## config.mk

```make
export PLATFORM = sky130hd
export DESIGN_NAME = div_sub_mix_4_bit
export DESIGN_NICKNAME = d
export VERILOG_FILES = /design/src/rtl/add_mul_mix_pkg.sv /design/src/rtl/div_sub_mix_4_bit_restoring_div_step.sv /design/src/rtl/div_sub_mix_4_bit.sv
export SDC_FILE = /design/constraint.sdc
export NUM_CORES = 1
export LEC_CHECK = 0
export ABC_AREA = 1
export BUFFER_PORTS_ARGS = -buffer_cell sky130_fd_sc_hd__buf_2
export CAP_MARGIN = 15
export CORE_UTILIZATION = 40
export DETAILED_ROUTE_END_ITERATION = 10
export PLACE_DENSITY = 0.71
export SYNTH_ARGS = -nofsm -noshare
export SYNTH_HDL_FRONTEND = slang
export SYNTH_SLANG_ARGS = --single-unit
```

## constraint.sdc

```tcl
create_clock -name clk -period 3.12 [get_ports clk]
set_input_delay 0.624 -clock clk [delete_from_list [all_inputs] [get_ports clk]]
set_output_delay 0.624 -clock clk [all_outputs]
set_load 0.02 [all_outputs]
```

## src/rtl/add_mul_mix_pkg.sv

```systemverilog
// Shared widths, FSM states and helpers for the
// add/multiply mix datapath and its inverse divider.
package add_mul_mix_pkg;

  localparam int W  = 4;
  localparam int PW = 2 * W;
  localparam int CW = $clog2(PW) + 1;

  typedef enum logic [1:0] {
    IDLE,
    CALC,
    DONE
  } state_e;

  // Divisor is the wrapped sum; carry out is dropped.
  function automatic logic [W-1:0] sum_w(
    input logic [W-1:0] a,
    input logic [W-1:0] b
  );
    return a + b;
  endfunction

endpackage

```

## src/rtl/div_sub_mix_4_bit_restoring_div_step.sv

```systemverilog
// One restoring-division iteration: shift in a dividend
// bit, subtract the divisor when it fits.
module restoring_div_step
  import add_mul_mix_pkg::*;
(
  input  logic [W-1:0] pr_i,
  input  logic         bit_i,
  input  logic [W-1:0] s_i,
  output logic [W-1:0] pr_o,
  output logic         q_o
);

  logic [W:0] trial;
  logic       ge;

  assign trial = {pr_i, bit_i};
  assign ge    = trial >= {1'b0, s_i};
  assign q_o   = ge;

  // After a restore the trial value is below S, so it fits W bits.
  assign pr_o  = ge ? W'(trial - {1'b0, s_i})
                    : trial[W-1:0];

endmodule

```

## src/rtl/div_sub_mix_4_bit.sv

```systemverilog
// Bit-serial restoring divider: recovers Q = P / (c + d)
// with ready/valid on both sides, one request in flight.
module div_sub_mix_4_bit
  import add_mul_mix_pkg::*;
(
  input  logic          clk,
  input  logic          rst,
  input  logic          in_valid,
  output logic          in_ready,
  input  logic [PW-1:0] prod,
  input  logic [W-1:0]  c,
  input  logic [W-1:0]  d,
  output logic          out_valid,
  input  logic          out_ready,
  output logic [PW-1:0] quot,
  output logic [W-1:0]  rem,
  output logic          div_zero,
  output logic          exact
);

  state_e        state_q, state_d;
  logic [PW-1:0] p_q, p_d;
  logic [W-1:0]  s_q, s_d;
  logic [W-1:0]  pr_q, pr_d;
  logic [CW-1:0] cnt_q, cnt_d;
  logic [PW-1:0] quot_q, quot_d;
  logic [W-1:0]  rem_q, rem_d;
  logic          dz_q, dz_d;
  logic          exact_q, exact_d;

  logic [W-1:0]  sum;
  logic [W-1:0]  step_pr;
  logic          step_q;

  assign sum = sum_w(c, d);

  restoring_div_step u_step (
    .pr_i  (pr_q),
    .bit_i (p_q[PW-1]),
    .s_i   (s_q),
    .pr_o  (step_pr),
    .q_o   (step_q)
  );

  always_ff @(posedge clk) begin
    if (rst) begin
      state_q <= IDLE;
      p_q     <= '0;
      s_q     <= '0;
      pr_q    <= '0;
      cnt_q   <= '0;
      quot_q  <= '0;
      rem_q   <= '0;
      dz_q    <= 1'b0;
      exact_q <= 1'b0;
    end else begin
      state_q <= state_d;
      p_q     <= p_d;
      s_q     <= s_d;
      pr_q    <= pr_d;
      cnt_q   <= cnt_d;
      quot_q  <= quot_d;
      rem_q   <= rem_d;
      dz_q    <= dz_d;
      exact_q <= exact_d;
    end
  end

  always_comb begin
    state_d = state_q;
    p_d     = p_q;
    s_d     = s_q;
    pr_d    = pr_q;
    cnt_d   = cnt_q;
    quot_d  = quot_q;
    rem_d   = rem_q;
    dz_d    = dz_q;
    exact_d = exact_q;

    unique case (state_q)
      IDLE: begin
        if (in_valid) begin
          p_d     = prod;
          s_d     = sum;
          rem_d   = '0;
          exact_d = 1'b0;
          dz_d    = (sum == '0);
          if (sum == '0) begin
            quot_d  = '1;
            state_d = DONE;
          end else begin
            quot_d  = '0;
            pr_d    = '0;
            cnt_d   = '0;
            state_d = CALC;
          end
        end
      end
      CALC: begin
        p_d    = {p_q[PW-2:0], 1'b0};
        pr_d   = step_pr;
        quot_d = {quot_q[PW-2:0], step_q};
        cnt_d  = cnt_q + 1'b1;
        if (cnt_q == CW'(PW - 1)) begin
          rem_d   = step_pr;
          exact_d = (step_pr == '0) &&
                    (quot_d[PW-1:W] == '0);
          state_d = DONE;
        end
      end
      DONE: begin
        if (out_ready) state_d = IDLE;
      end
      default: state_d = IDLE;
    endcase
  end

  assign in_ready  = (state_q == IDLE);
  assign out_valid = (state_q == DONE);
  assign quot      = quot_q;
  assign rem       = rem_q;
  assign div_zero  = dz_q;
  assign exact     = exact_q;

endmodule

```

Yosys cells after proc, flatten, opt, wreduce, memory -nomap -nowiden --
Cells that the tools add are included.
Storage, ports and cells: register bits 36, input port bits 20, output and inout port bits 16, logic and storage cells 52
Cells by class: add/subtract/negate cells 3, order comparisons 1, eq/ne operators 7, mux-type cells 21, reduce and logical (&&, ||, !) cells 11
Operators by type and width (count):
- $pmux W8 S2 | 2
- $mux W8 | 3
- $pmux W4 S2 | 3
- $mux W4 | 5
- $logic_not A4 Y1 | 3
- $reduce_and A3 Y1 | 3
- $mux W2 | 4
- $ne A2 B2 Y1 const B | 3
- $pmux W2 S3 | 1
- $ge A5 B4 Y1 | 1
- $add A4 B1 Y4 const B | 1
- $add A4 B4 Y4 | 1
- $eq A4 B3 Y1 const B | 1
- $reduce_and A2 Y1 | 2
- $sub A4 B4 Y4 | 1
- $eq A2 B1 Y1 const B | 1
- $eq A2 B2 Y1 const B | 1
- $logic_not A2 Y1 | 1
- $mux W1 | 2
- $ne A2 B1 Y1 const B | 1
- $pmux W1 S2 | 1
- $reduce_bool A2 Y1 | 1
- $logic_and A1 B1 Y1 | 1

Depth between registers and ports, before layout --
depth after elaboration 6, mapped depth 13, gate-level depth less buffers 13

Hierarchy --
From an unflattened synthesis, not the netlist that was laid out.
Second synthesis, totals: cell total of the unflattened synthesis 262, area total of the unflattened synthesis 1880.6 µm²
Modules (own cells, without submodules):
- div_sub_mix_4_bit | times used 1, cells an instance 223, area an instance 1635.3 µm², seq. area each 720.7 µm²
- restoring_div_step | times used 1, cells an instance 39, area an instance 245.2 µm², seq. area each 0.0 µm²

Least setup slack after synthesis --
No wires, ideal clock.
kind input port to flip-flop, start point input c[0], end point register pr_q[3], library setup time 0.070 ns, data arrival time 1.966 ns, required time 3.050 ns, path slack 1.084 ns, stages on the path 8, path buffers 0, cell sequence ha_1 fa_1 xor2_1 nor3_2 nand3_2 nand2_2 nand2_1 a21oi_1
On the way: longest elaborated chain between the ends 4
Ends and longest elaborated chain:
- start, declared | RTL line div_sub_mix_4_bit.sv:11 | input logic [W-1:0] c,
- $add A4 B4 Y4 | RTL line add_mul_mix_pkg.sv:20 | return a + b;
- $logic_not A4 Y1 | RTL line div_sub_mix_4_bit.sv:88 | if (sum == '0) begin
- $ne A2 B2 Y1 (no line)
- $reduce_and A3 Y1 (no line)
- end signal, assigned | RTL line div_sub_mix_4_bit.sv:60 | pr_q <= pr_d;
- end, declared | RTL line div_sub_mix_4_bit.sv:24 | logic [W-1:0] pr_q, pr_d;
Every way passes these cells. A chain may end at the register's enable or synchronous reset.

Worst setup path after layout --
start point input c[0], end point register quot_q[5] (netlist: quot[5])
On the way: longest elaborated chain between the ends 5
Ends and longest elaborated chain:
- $add A4 B4 Y4 | RTL line add_mul_mix_pkg.sv:20
- $logic_not A4 Y1 | RTL line div_sub_mix_4_bit.sv:88
- $mux W8 | RTL line div_sub_mix_4_bit.sv:88
- $mux W8 | RTL line div_sub_mix_4_bit.sv:82 | if (in_valid) begin
- $pmux W8 S2 | RTL line div_sub_mix_4_bit.sv:80 | unique case (state_q)
- end signal, assigned | RTL line div_sub_mix_4_bit.sv:62 | quot_q <= quot_d;
- end, declared | RTL line div_sub_mix_4_bit.sv:26 | logic [PW-1:0] quot_q, quot_d;
Every way passes these cells. The select of a mux whose other input is x is not followed.

==> qor.yml <==
pwr-share-comb_pct: 29.8
p_sw_share_pct: 34.9
drv_slew: 0
hold_path.startpoint: "p_q[0]$_SDFFE_PP0P_"
grt_pass1_wl_mm: 6.33
cts_buffer_depth: 2
cts_tree: "built"
grt_pass1_vias: 1461
ys_warn_count: 0
antenna_found_initial: 0
synth_fp_nets: 257
final_nets: 293
cts.clk_slew.worst_paths_ps: 70
p_int_uw: 821
grt-ovfl-total: 0
clk_latency_ps: 290
rrSetupSlack_ps: 1340
min_path_cells: 2
cp.required_ps: 3340
reg2regPathDepth: 10
diodes: 0
reg2reg_to: "rem[3]$_SDFFE_PP0P_"
routed_wl_mm: 3.77
period_share_pct: 65.2
cts_sinks: 36
worstPathMaxFanout: 8
dp_slack_ps: 775
clockRootBuffer: "clkbuf_8"
finalSetupViolCount: 0
leakagePower_uw: 0.000946
ys_seq_elements: 36
rows: 23
cts_setup_buffers: 0
period_needed_ps: 2040
die_h_microns: 68.5
first_iter_violations: 130
p_sw_uw: 440
arrival_ps: 2260
vdd_drop_max_mv: 0.259
clock_skew_ps: 2.52
power_uw: 1260
seq_power_share_pct: 43.0
crit_slowest_cell: "fa_1"
r2r-start: "s_q[2]$_SDFFE_PP0P_"
wire_per_inst_microns: 12.0
hp-class: "flop to flop"
place.detailed.hpwl_mm: 2.74
synth_cell_types: 29
h-tree-depth: 2
tightest_slew_ps: 435
seq_area_frac_synth_pct: 40.8
cpPeakStageDelay_ps: 380
grt_max_degree: 23
worst_slack_ps: 1080
rsz0062_at_grt: "false"
gp_congestion: 0.843
fillers: 444
grt_use_total_pct: 18.8
portBuffers: 35
synthCells: 227
power_density_nw_per_um2: 607
p_clk_share_pct: 27.2
setup.worst_path.start_class: "primary input"
dp.cells: 306
drive_above_1_share_pct: 22.0
endpoint_kind: "flop"
cts_resized: 0
avgSynthCellArea_sq_um: 7.78
start_util_pct: 42.9
die_w_microns: 68.5
cts_inserted_buffers: 5
fp.dieArea_sq_um: 4690
via_count: 1603
clock.fmax_mhz: 491
drtPass1Iterations: 4
hold_path_end: "p_q[0]$_SDFFE_PP0P_"
syn_to_final_growth_pct: 17.6
core_sq_um: 4120
num_io_pins: 36
hold_viol: 0
instances_no_fill: 314
outcome: "complete, no violations"
cts-hold-fix-buffers: 0
fin_tns_setup_ps: 0
drtAntennaViolNets: 0
relSlewSlack_pct: 71.0
via_per_inst: 5.11
cap_violations: 0
syn_area_sq_um: 1770
crit_type: "primary input to flop"
drc: 0
crit_chain: "buf_2 -> ha_1 -> fa_1 -> xor2_1 -> nor3_2 -> nand4_2 -> a21oi_1"
-- layer usage --
layer | vias to the layer above | global-route usage [%] | share of wire (%)
li1 | 840 | - | -
met1 | 712 | 22.1 | 50
met2 | 42 | 29.9 | 43
met3 | 9 | 4.67 | 5.3
met4 | 0 | 12.5 | 2.2
met5 | - | 0 | 0
-- cells in the mapped netlist --
cell / number / area share (%)
nand2_2: 3 / 1.1
nor3_2: 1 / 0.57
a22oi_1: 7 / 3.0
nor2_4: 3 / 1.9
buf_2: 2 / 0.57
o21ai_1: 1 / 0.28
inv_2: 2 / 0.43
nor2_1: 10 / 2.1
xor2_1: 2 / 0.99
o211ai_1: 2 / 0.85
xnor2_2: 1 / 0.92
or2_2: 1 / 0.35
a21oi_1: 26 / 7.4
nand2_1: 56 / 12
dfxtp_1: 36 / 41
a21oi_2: 1 / 0.50
clkbuf_1: 6 / 1.3
or2_1: 1 / 0.35
nand4_1: 1 / 0.35
nand3_1: 9 / 2.5
o21ai_0: 16 / 4.5
nand4_2: 1 / 0.71
fa_1: 2 / 2.3
nand3b_1: 1 / 0.43
xor2_2: 1 / 0.92
inv_1: 17 / 3.6
a31oi_1: 9 / 3.2
ha_1: 8 / 5.7
nand3_2: 1 / 0.57
-- kinds of logic after synthesis --
group,share of synthesized area [%]
AO/OA/AOI/OAI,19.7
XOR/XNOR,2.83
adder cells (fa/ha/maj),7.93
buffers and inverters,5.88
flip-flops,40.8
AND/OR/NAND/NOR,22.9
-- area by class of cell --
cell class                 count  area (sq um)  area share, %
sequential                    36           721           34.7
inverter                      19          71.3           3.43
tap                           50          62.6           3.01
multi-input combinational    164           942           45.4
clock buffer                   8          90.1           4.34
timing repair buffer          37           190           9.16
-- worst max-delay path, delay by kind of cell --
kind	cells	cell delay (ps)
xor+xnor	1	170
buf+inv	1	100
simple gates	2	550
compound gates	1	210
fa+ha+maj	2	600
-- cells in the final DEF (no fill, tap or decap), drive strengths merged --
master	synthesis	layout
ha	8	8
o21ai	17	17
fa	2	2
nand3	10	10
dfxtp	36	36
inv	19	19
nand2	59	59
nor3	1	1
or2	2	2
clkbuf	6	8
a31oi	9	9
nor2	13	13
a22oi	7	7
nand4	2	2
a21oi	27	27
buf	2	37
xor2	3	3
o211ai	2	2
nand3b	1	1
xnor2	1	1
-- worst max-delay path by stage --
stage	end	cells after the start	from	slack [ps]
floorplan	pr_q[3]$_SDFFE_PP0P_	8	c[0]	1080
global placement	quot[0]$_SDFFE_PP0P_	7	c[0]	840
detailed placement	quot[0]$_SDFFE_PP0P_	7	c[0]	780
CTS	quot[5]$_SDFFE_PP0P_	7	c[0]	1100
global route	quot[4]$_SDFFE_PP0P_	7	c[0]	960
finish	quot[5]$_SDFFE_PP0P_	7	c[0]	1080
-- registers in the layout, summed over array words and instances, names as in the netlist --
| signal | flops |
|---|---|
| state_q | 2 |
| p_q | 8 |
| s_q | 4 |
| rem | 4 |
| cnt_q | 4 |
| div_zero | 1 |
| exact | 1 |
| quot | 8 |
| pr_q | 4 |
-- metrics by stage --
step | utilization (%) | area [sq um] | hold slack, ps
after global routing | 50.5 | 2080 | 506
after floorplan | - | 1770 | 435
after CTS | 50.5 | 2080 | 465
after global placement | 48.3 | 1990 | 450
after detailed placement | 48.3 | 1990 | 454
final | 50.5 | 2080 | 463
-- power by group through the flow --
stage,sequential [uW],combinational [uW],clock (uW)
2_1_floorplan,569,264,0
3_3_place_gp,552,372,0
3_5_place_dp,552,378,0
4_1_cts,542,380,356
5_1_grt,549,441,374
6_report,542,376,343
No activity file was read; power rests on OpenSTA's default activity.
